[src/rtl/button_event_if.sv]
// Button event bus: debounced level and tick strobe in, event pulses out.
// The slave modport is the button_event side, master is the driver side.
// The release pulse is carried on btn_release because "release" is a
// reserved word.
interface button_event_if;
    logic btn_lvl;
    logic tick;
    logic press;
    logic btn_release;
    logic click;
    logic long_press;
    logic rpt;
    logic held;

    modport slave (
        input  btn_lvl,
        input  tick,
        output press,
        output btn_release,
        output click,
        output long_press,
        output rpt,
        output held
    );

    modport master (
        output btn_lvl,
        output tick,
        input  press,
        input  btn_release,
        input  click,
        input  long_press,
        input  rpt,
        input  held
    );
endinterface

[src/rtl/button_event.sv]
// button_event: turns a debounced button level into press / release / click /
// long-press / auto-repeat pulses, timed by an external tick strobe.
// All outputs are registered, so no input reaches an output combinationally.
// Optional feature: define BUTTON_EVENT_REPEAT_EN to enable auto-repeat pulses
// on rpt while the button is held past the long-press threshold. Without it
// rpt is tied low and the counter simply holds in the LONG state.
module button_event #(
    parameter int LONG_TICKS   = 8,
    parameter int REPEAT_TICKS = 4,
    parameter int CNT_W        = 8
) (
    input  logic         clk,
    input  logic         rst,
    button_event_if.slave bus
);

    typedef enum logic [1:0] {
        ST_IDLE    = 2'd0,
        ST_PRESSED = 2'd1,
        ST_LONG    = 2'd2
    } state_t;

    // Terminal counts are compared against the counter value before the
    // increment, hence the minus one.
    localparam logic [CNT_W-1:0] LONG_LAST = CNT_W'(LONG_TICKS - 1);
    localparam logic [CNT_W-1:0] CNT_ONE   = CNT_W'(1);
    localparam logic [CNT_W-1:0] CNT_ZERO  = CNT_W'(0);

    // Parameter legality is checked at elaboration only.
    if ((LONG_TICKS < 1) || (longint'(LONG_TICKS) > (64'sd1 <<< CNT_W)) ||
        (REPEAT_TICKS < 1) || (longint'(REPEAT_TICKS) > (64'sd1 <<< CNT_W))) begin : g_bad_params
        $error("button_event: LONG_TICKS/REPEAT_TICKS outside 1..2^CNT_W");
    end

    state_t           state_r;
    state_t           state_nxt_s;
    logic [CNT_W-1:0] cnt_r;
    logic [CNT_W-1:0] cnt_nxt_s;

    logic press_r;
    logic release_r;
    logic click_r;
    logic long_r;
    logic held_r;

    logic press_nxt_s;
    logic release_nxt_s;
    logic click_nxt_s;
    logic long_nxt_s;
    logic held_nxt_s;

`ifdef BUTTON_EVENT_REPEAT_EN
    localparam logic [CNT_W-1:0] RPT_LAST = CNT_W'(REPEAT_TICKS - 1);
    logic rpt_r;
    logic rpt_nxt_s;
`endif

    // State, counter and output pulse registers.
    always_ff @(posedge clk or negedge rst) begin
        if (!rst) begin
            state_r   <= ST_IDLE;
            cnt_r     <= CNT_ZERO;
            press_r   <= 1'b0;
            release_r <= 1'b0;
            click_r   <= 1'b0;
            long_r    <= 1'b0;
            held_r    <= 1'b0;
        end else begin
            state_r   <= state_nxt_s;
            cnt_r     <= cnt_nxt_s;
            press_r   <= press_nxt_s;
            release_r <= release_nxt_s;
            click_r   <= click_nxt_s;
            long_r    <= long_nxt_s;
            held_r    <= held_nxt_s;
        end
    end

    // Next-state, counter and pulse decode; release always beats a tick.
    always_comb begin
        state_nxt_s   = state_r;
        cnt_nxt_s     = cnt_r;
        press_nxt_s   = 1'b0;
        release_nxt_s = 1'b0;
        click_nxt_s   = 1'b0;
        long_nxt_s    = 1'b0;
`ifdef BUTTON_EVENT_REPEAT_EN
        rpt_nxt_s     = 1'b0;
`endif
        case (state_r)
            ST_IDLE: begin
                // Ticks are ignored while idle.
                if (bus.btn_lvl) begin
                    state_nxt_s = ST_PRESSED;
                    cnt_nxt_s   = CNT_ZERO;
                    press_nxt_s = 1'b1;
                end else begin
                    cnt_nxt_s   = cnt_r;
                end
            end
            ST_PRESSED: begin
                if (!bus.btn_lvl) begin
                    state_nxt_s   = ST_IDLE;
                    cnt_nxt_s     = CNT_ZERO;
                    release_nxt_s = 1'b1;
                    click_nxt_s   = 1'b1;
                end else if (bus.tick) begin
                    if (cnt_r == LONG_LAST) begin
                        state_nxt_s = ST_LONG;
                        cnt_nxt_s   = CNT_ZERO;
                        long_nxt_s  = 1'b1;
                    end else begin
                        cnt_nxt_s   = cnt_r + CNT_ONE;
                    end
                end else begin
                    cnt_nxt_s = cnt_r;
                end
            end
            ST_LONG: begin
                // No click here: the hold already passed the long threshold.
                if (!bus.btn_lvl) begin
                    state_nxt_s   = ST_IDLE;
                    cnt_nxt_s     = CNT_ZERO;
                    release_nxt_s = 1'b1;
                end else if (bus.tick) begin
`ifdef BUTTON_EVENT_REPEAT_EN
                    if (cnt_r == RPT_LAST) begin
                        cnt_nxt_s = CNT_ZERO;
                        rpt_nxt_s = 1'b1;
                    end else begin
                        cnt_nxt_s = cnt_r + CNT_ONE;
                    end
`else
                    cnt_nxt_s = cnt_r;
`endif
                end else begin
                    cnt_nxt_s = cnt_r;
                end
            end
            default: begin
                state_nxt_s = ST_IDLE;
                cnt_nxt_s   = CNT_ZERO;
            end
        endcase
        held_nxt_s = (state_nxt_s != ST_IDLE);
    end

`ifdef BUTTON_EVENT_REPEAT_EN
    // Auto-repeat pulse register.
    always_ff @(posedge clk or negedge rst) begin
        if (!rst) begin
            rpt_r <= 1'b0;
        end else begin
            rpt_r <= rpt_nxt_s;
        end
    end

    assign bus.rpt = rpt_r;
`else
    assign bus.rpt = 1'b0;
`endif

    assign bus.press       = press_r;
    assign bus.btn_release = release_r;
    assign bus.click       = click_r;
    assign bus.long_press  = long_r;
    assign bus.held        = held_r;

endmodule

[src/flat_wrapper.sv]
// flat-port wrapper written by rule: the top's interface ports become plain ports
module button_event_flat 
#(
    parameter int LONG_TICKS   = 8,
    parameter int REPEAT_TICKS = 4,
    parameter int CNT_W        = 8
)
  (clk, rst, bus_btn_lvl, bus_tick, bus_press, bus_btn_release, bus_click, bus_long_press, bus_rpt, bus_held);
  button_event_if bus_i ();
  input  logic clk;
  input  logic rst;
  input wire logic [$bits(bus_i.btn_lvl)-1:0] bus_btn_lvl;
  input wire logic [$bits(bus_i.tick)-1:0] bus_tick;
  output wire logic [$bits(bus_i.press)-1:0] bus_press;
  output wire logic [$bits(bus_i.btn_release)-1:0] bus_btn_release;
  output wire logic [$bits(bus_i.click)-1:0] bus_click;
  output wire logic [$bits(bus_i.long_press)-1:0] bus_long_press;
  output wire logic [$bits(bus_i.rpt)-1:0] bus_rpt;
  output wire logic [$bits(bus_i.held)-1:0] bus_held;
  assign bus_i.btn_lvl = bus_btn_lvl;
  assign bus_i.tick = bus_tick;
  assign bus_press = bus_i.press;
  assign bus_btn_release = bus_i.btn_release;
  assign bus_click = bus_i.click;
  assign bus_long_press = bus_i.long_press;
  assign bus_rpt = bus_i.rpt;
  assign bus_held = bus_i.held;
  button_event #(.LONG_TICKS(LONG_TICKS), .REPEAT_TICKS(REPEAT_TICKS), .CNT_W(CNT_W)) u_core (.clk(clk), .rst(rst), .bus(bus_i));
endmodule
[config.mk]
export PLATFORM = sky130hd
export DESIGN_NAME = button_event_flat
export DESIGN_NICKNAME = d
export VERILOG_FILES = /design/src/rtl/button_event_if.sv /design/src/rtl/button_event.sv /design/src/flat_wrapper.sv
export SDC_FILE = /design/constraint.sdc
export NUM_CORES = 1
export LEC_CHECK = 0
export ABC_CLOCK_PERIOD_IN_PS = 1900
export BUFFER_PORTS_ARGS = -buffer_cell sky130_fd_sc_hd__buf_2
export CAP_MARGIN = 20
export CORE_UTILIZATION = 49
export CTS_CLUSTER_SIZE = 8
export DETAILED_ROUTE_END_ITERATION = 12
export PLACE_DENSITY = 0.72
export REMOVE_ABC_BUFFERS = 1
export SLEW_MARGIN = 0
export SYNTH_ARGS = -nofsm -noshare
export SYNTH_HDL_FRONTEND = slang
export SYNTH_SLANG_ARGS = --single-unit
[constraint.sdc]
create_clock -name clk -period 1.9 [get_ports clk]
set_clock_uncertainty 0.1 [all_clocks]
set_input_delay 0 -clock clk [delete_from_list [all_inputs] [get_ports clk]]
set_output_delay 0 -clock clk [all_outputs]
set_load 0.005 [all_outputs]
# == Word-level counts from Yosys, hierarchy flattened ==
# Index checks and enable logic that the tools add are counted.
# word_totals
output_inout_bits,6
ramBits,0
register_bits,15
latchBits,0
mem_count,0
mem_bits_ro,0
# classes
bitwise_logic,0
n_div,0
magnitude_cmp,0
mux,21
addsub,1
shift,0
eq_ne,6
n_reduce_logical,4
multipliers,0
# ops
cell,n
8-bit two-way mux,5
8-bit case mux with 3 select lines,1
2-bit two-way mux,5
1-bit two-way mux,9
"8-bit by 1-bit adder with 8-bit output, second input constant",1
"8-bit by 3-bit == test with 1-bit output, second input constant",1
2-bit case mux with 3 select lines,1
"2-bit != test, second input constant",2
"3-bit != test, second input constant",1
3-bit AND reduction,1
"2-bit by 1-bit == test with 1-bit output, second input constant",1
"2-bit == test, second input constant",1
2-bit zero test,1
2-bit nonzero test,1
2-bit OR reduction,1

# == Depth between registers and ports, before layout ==
# depth
word_depth,6
mapped_depth,7
depth_no_buf,6

# == Least setup slack after synthesis ==
# OpenSTA, ideal clock, no wires.
# synth_timing
path_type,register to register
start,reg u_core.state_r[0]
end,reg u_core.cnt_r[5]
arrival_time_ns,1.681
path_buffers,0
setup_ns,0.078
path_slack_ns,0.041
stages_incl_launch_ff,7
required_ns,1.722
path_cell_list,dfrtp_1 -> inv_1 -> ha_1 -> nand2b_1 -> o22a_2 -> or4_1 -> a21oi_1
# synth_between
elab_chain_cells,3
word_cells_on_any_way,8
classes_between,5 x eq/ne; 1 x mux; 2 x reduce/logical
# synth_lines
element,line,rtl
start: declaration,button_event.sv:35,state_t state_r;
start signal: assignment,button_event.sv:69,state_r <= state_nxt_s;
"2-bit by 1-bit == test with 1-bit output, or another cell as far along",button_event.sv:90,case (state_r)
3-bit != test (no source line) or 2-bit != test (tied branches),n/a,
3-bit AND reduction (no source line),n/a,
end signal: assignment,button_event.sv:70,cnt_r <= cnt_nxt_s;
end: declaration,button_event.sv:37,logic [CNT_W-1:0] cnt_r;
# Parallel ways exist; a longest one is shown, timed or not.
# A chain may end at the register's enable or synchronous reset.

# == Worst setup path in the final report ==
# Ends and elaborated chain as after synthesis.

==> results.md <==
- Adder-cell share of the synthesized area: 0.0792
- Drt drc: 0
- Setup repair after global routing missed its margin: true
- Fraction of the yosys area taken by sequential cells: 0.475
- Antenna violations before repair: 0
- Cell area after synthesis: 790 sq um
- Number of sinks handled by clock tree synthesis: 15
- Count of yosys warnings during synthesis: 0
- Total power after layout: 0.986 mW
- Crit-path cells: inv_2 -> ha_2 -> nand2b_1 -> o22a_2 -> or4_4 -> a21oi_2
- Synth Area in Compound Gates: 0.176
- Layout cells sized above 1: 0.314
- Count of input and output buffers: 8
- Final setup viols: 0
- Core Box Area: 1510 sq um
- Highest attainable clock frequency: 543 MHz
- Wire length of the first global-routing pass: 2700 microns
- CTS buffer count: 3
- Detail Route Antenna Nets: 0
- Final-stage net count: 112
- Highest-delay cell along the critical path: or4_4
- H-tree level count: 1
- Initial standard-cell utilization of the core: 0.524
- Static power due to leakage: 0.451 nW
- Cell chosen for the clock root: clkbuf_4
- Most frequently used flop master after synthesis: dfrtp_1
- Pre-Repair DR Iteration Count: 6
- Placed instance count: 110
- Simple-gate area share of the yosys netlist: 0.241
- Post-Synthesis Mean Instance Area: 9.63 sq um
- Register clock-pin slew on the reported worst setup and hold paths: 0.09 ns
- Power density normalized to cell area: 1010 nW/um^2
- Most used standard cells in the synthesized netlist: 15 x dfrtp_1, 8 x a21oi_1, 8 x o21ai_0, 7 x nand2_1
- Number of standard-cell rows in the floorplan: 14
- Register area: 375 sq um
- Share of the synthesized area in the top cell type: 0.475
- Unique cell type count in the Yosys netlist: 31
- Multiplexer share of the synthesized area: 0
- Number of endpoints with negative hold slack in the final report: 0
- Relative area change from synthesis to final layout: 24.1%
- Post-synthesis sequential element count: 15
- Max-slew violations: 0
- Number of global-route vias before repair: 607
- Final worst-path cycle share: 0.970
- Antenna cell count: 0
- Source-to-sink clock delay at the later pin of the worst-skew pair: 0.29 ns
- Global-route congestion overflow total: 0
- Post-Route Hold Slack: 0.0352 ns
- Largest family of logic cells by synthesized area: simple AND/OR/NAND/NOR gates
- Required time of the critical path: 2.02 ns
- Worst setup path category: flip-flop to flip-flop
- Xor and xnor fraction of the mapped netlist area: 0
- Critical path startpoint category: flip-flop
- Outcome: completed
- Filler Cell Count: 117
- Fin cells: 118
- Total routed wirelength: 1650 microns
- Width of the die: 42.1 microns
- Hpwl dp: 1130 microns
- DRT iter0 DRCs: 32
- Top-Level Pins: 10
- Via/cell ratio: 5.72
- Worst-path fanout max: 5
- Maximum number of pins on one net before global-route repair: 16
- Total area of multi-input combinational cells: 427 sq um
- Top post-synthesis cells by area: dfrtp_1 48%, ha_1 7.9%, a21oi_1 5.1%
- Routed length per placed instance: 14.0 microns
- Worst Setup End Kind: flip-flop
- Routed vias: 675
- Arrival time worst endpoint: 1.97 ns
- Max stage delay on crit path: 0.52 ns
- Clock period minus worst slack: 1.84 ns
- Maximum clock insertion buffer count: 2
- VDD IR max: 595 uV
- GRT Overall Usage: 0.210
- CTS tree: done
- Post-synthesis async set-or-reset flop share: 1.00
- Area leader, netlist: dfrtp_1
- Post-synth EDFFs: 0
- Global placer's final weighted congestion: 0.849
- Most used standard cell by instance count after synthesis: dfrtp_1
- Max-cap violations: 0
- Die height: 42.1 microns
- Worst hold path type: input pin to asynchronous set/reset pin
- Die ar.: 1780 sq um
- Gate Count Post-Synth: 82
-- power breakdown --
part / switching [mW] / internal [mW] / total, mW
Sequential: 0.0332 / 0.376 / 0.409
Clock: 0.109 / 0.0783 / 0.187
Combinational: 0.201 / 0.189 / 0.390
-- logic make-up (layout without fill, tap and decap cells) --
kind of cell / after synthesis / after routing
compound gates: 23 / 23
buf+inv: 4 / 24
simple gates: 34 / 34
other cells: 1 / 1
fa+ha+maj: 5 / 5
flops: 15 / 15
-- layer usage --
| metal | track usage | up-vias | part of all wire |
|---|---|---|---|
| li1 | - | 334 | - |
| met1 | 0.272 | 320 | 0.47 |
| met2 | 0.322 | 19 | 0.50 |
| met3 | 0.0388 | 2 | 0.034 |
| met4 | 0.131 | 0 | 0.0048 |
| met5 | 0 | - | 0 |
-- path summary, 6_finish.rpt --
path                            depth (start not counted)                     endpoint                        start  slack, ns
max in group asynchronous                               2  u_core.cnt_r[4]$_DFFE_PN0P_                          rst       1.41
worst min-delay path                                    2   u_core.bus.press$_DFF_PN0_                          rst       0.04
worst max-delay path                                    6  u_core.cnt_r[5]$_DFFE_PN0P_  u_core.state_r[0]$_DFF_PN0_       0.06
min in group clk                                        2  u_core.cnt_r[1]$_DFFE_PN0P_  u_core.cnt_r[1]$_DFFE_PN0P_       0.42
worst max register to register                          6  u_core.cnt_r[5]$_DFFE_PN0P_  u_core.state_r[0]$_DFF_PN0_       0.06
worst min register to register                          2  u_core.cnt_r[1]$_DFFE_PN0P_  u_core.cnt_r[1]$_DFFE_PN0P_       0.42
-- final cells by class --
class,instances,share of cell area
tap,16,0.0204
multi-input combinational,63,0.436
timing repair buffer,18,0.125
sequential,15,0.383
clock buffer,3,0.0230
clock inverter,1,0.00511
inverter,2,0.00766
-- flip-flops by register name (all words and copies together) (netlist names) --
name,count
u_core.bus.btn_release,1
u_core.bus.click,1
u_core.bus.held,1
u_core.bus.long_press,1
u_core.bus.press,1
u_core.cnt_r,8
u_core.state_r,2
-- worst max-delay path: cells and delay by family, from the launching register on --
family / cells / cell delay, ns
AND/OR/NAND/NOR: 2 / 0.68
flip-flops: 1 / 0.40
AO/OA/AOI/OAI: 2 / 0.37
buffers and inverters: 1 / 0.06
adder cells (fa/ha/maj): 1 / 0.18
-- stage by stage --
stage / cell area (sq um) / setup WS, ns / TNS, ns / util
detailed placement: 883 / 0.0325 / 0 / 0.586
CTS: 941 / 0.00736 / 0 / 0.625
finish: 980 / 0.0567 / 0 / 0.650
global route: 980 / -0.0184 / -0.0184 / 0.650
floorplan: 778 / -0.0173 / -0.0346 / -
global placement: 883 / 0.0912 / 0 / 0.586
-- cells in the final DEF, fill, tap and decap left out, types with 2 or more instances in the layout --
cell type | Yosys | routed
ha_1 | 5 | 3
dfrtp_1 | 15 | 15
a21oi_2 | 0 | 3
dlygate4sd3_1 | 0 | 3
nand3_1 | 3 | 3
a21oi_1 | 8 | 5
or3_1 | 3 | 2
nand2b_1 | 2 | 2
o21ai_0 | 8 | 8
and2b_1 | 2 | 2
nor2_1 | 5 | 5
buf_4 | 1 | 7
inv_2 | 0 | 2
buf_2 | 0 | 8
nand2_1 | 7 | 7
ha_2 | 0 | 2
clkbuf_4 | 0 | 3
o31ai_1 | 2 | 2
-- timing repair --
item / CTS / global route
setup buffers: 0 / 1
hold buffers: 3 / 0
resized for setup: 0 / 10
setup endpoints to repair: 0 / 6
hold endpoints to repair: 19 / 0
Note: power is estimated with default switching activity, not from simulation.
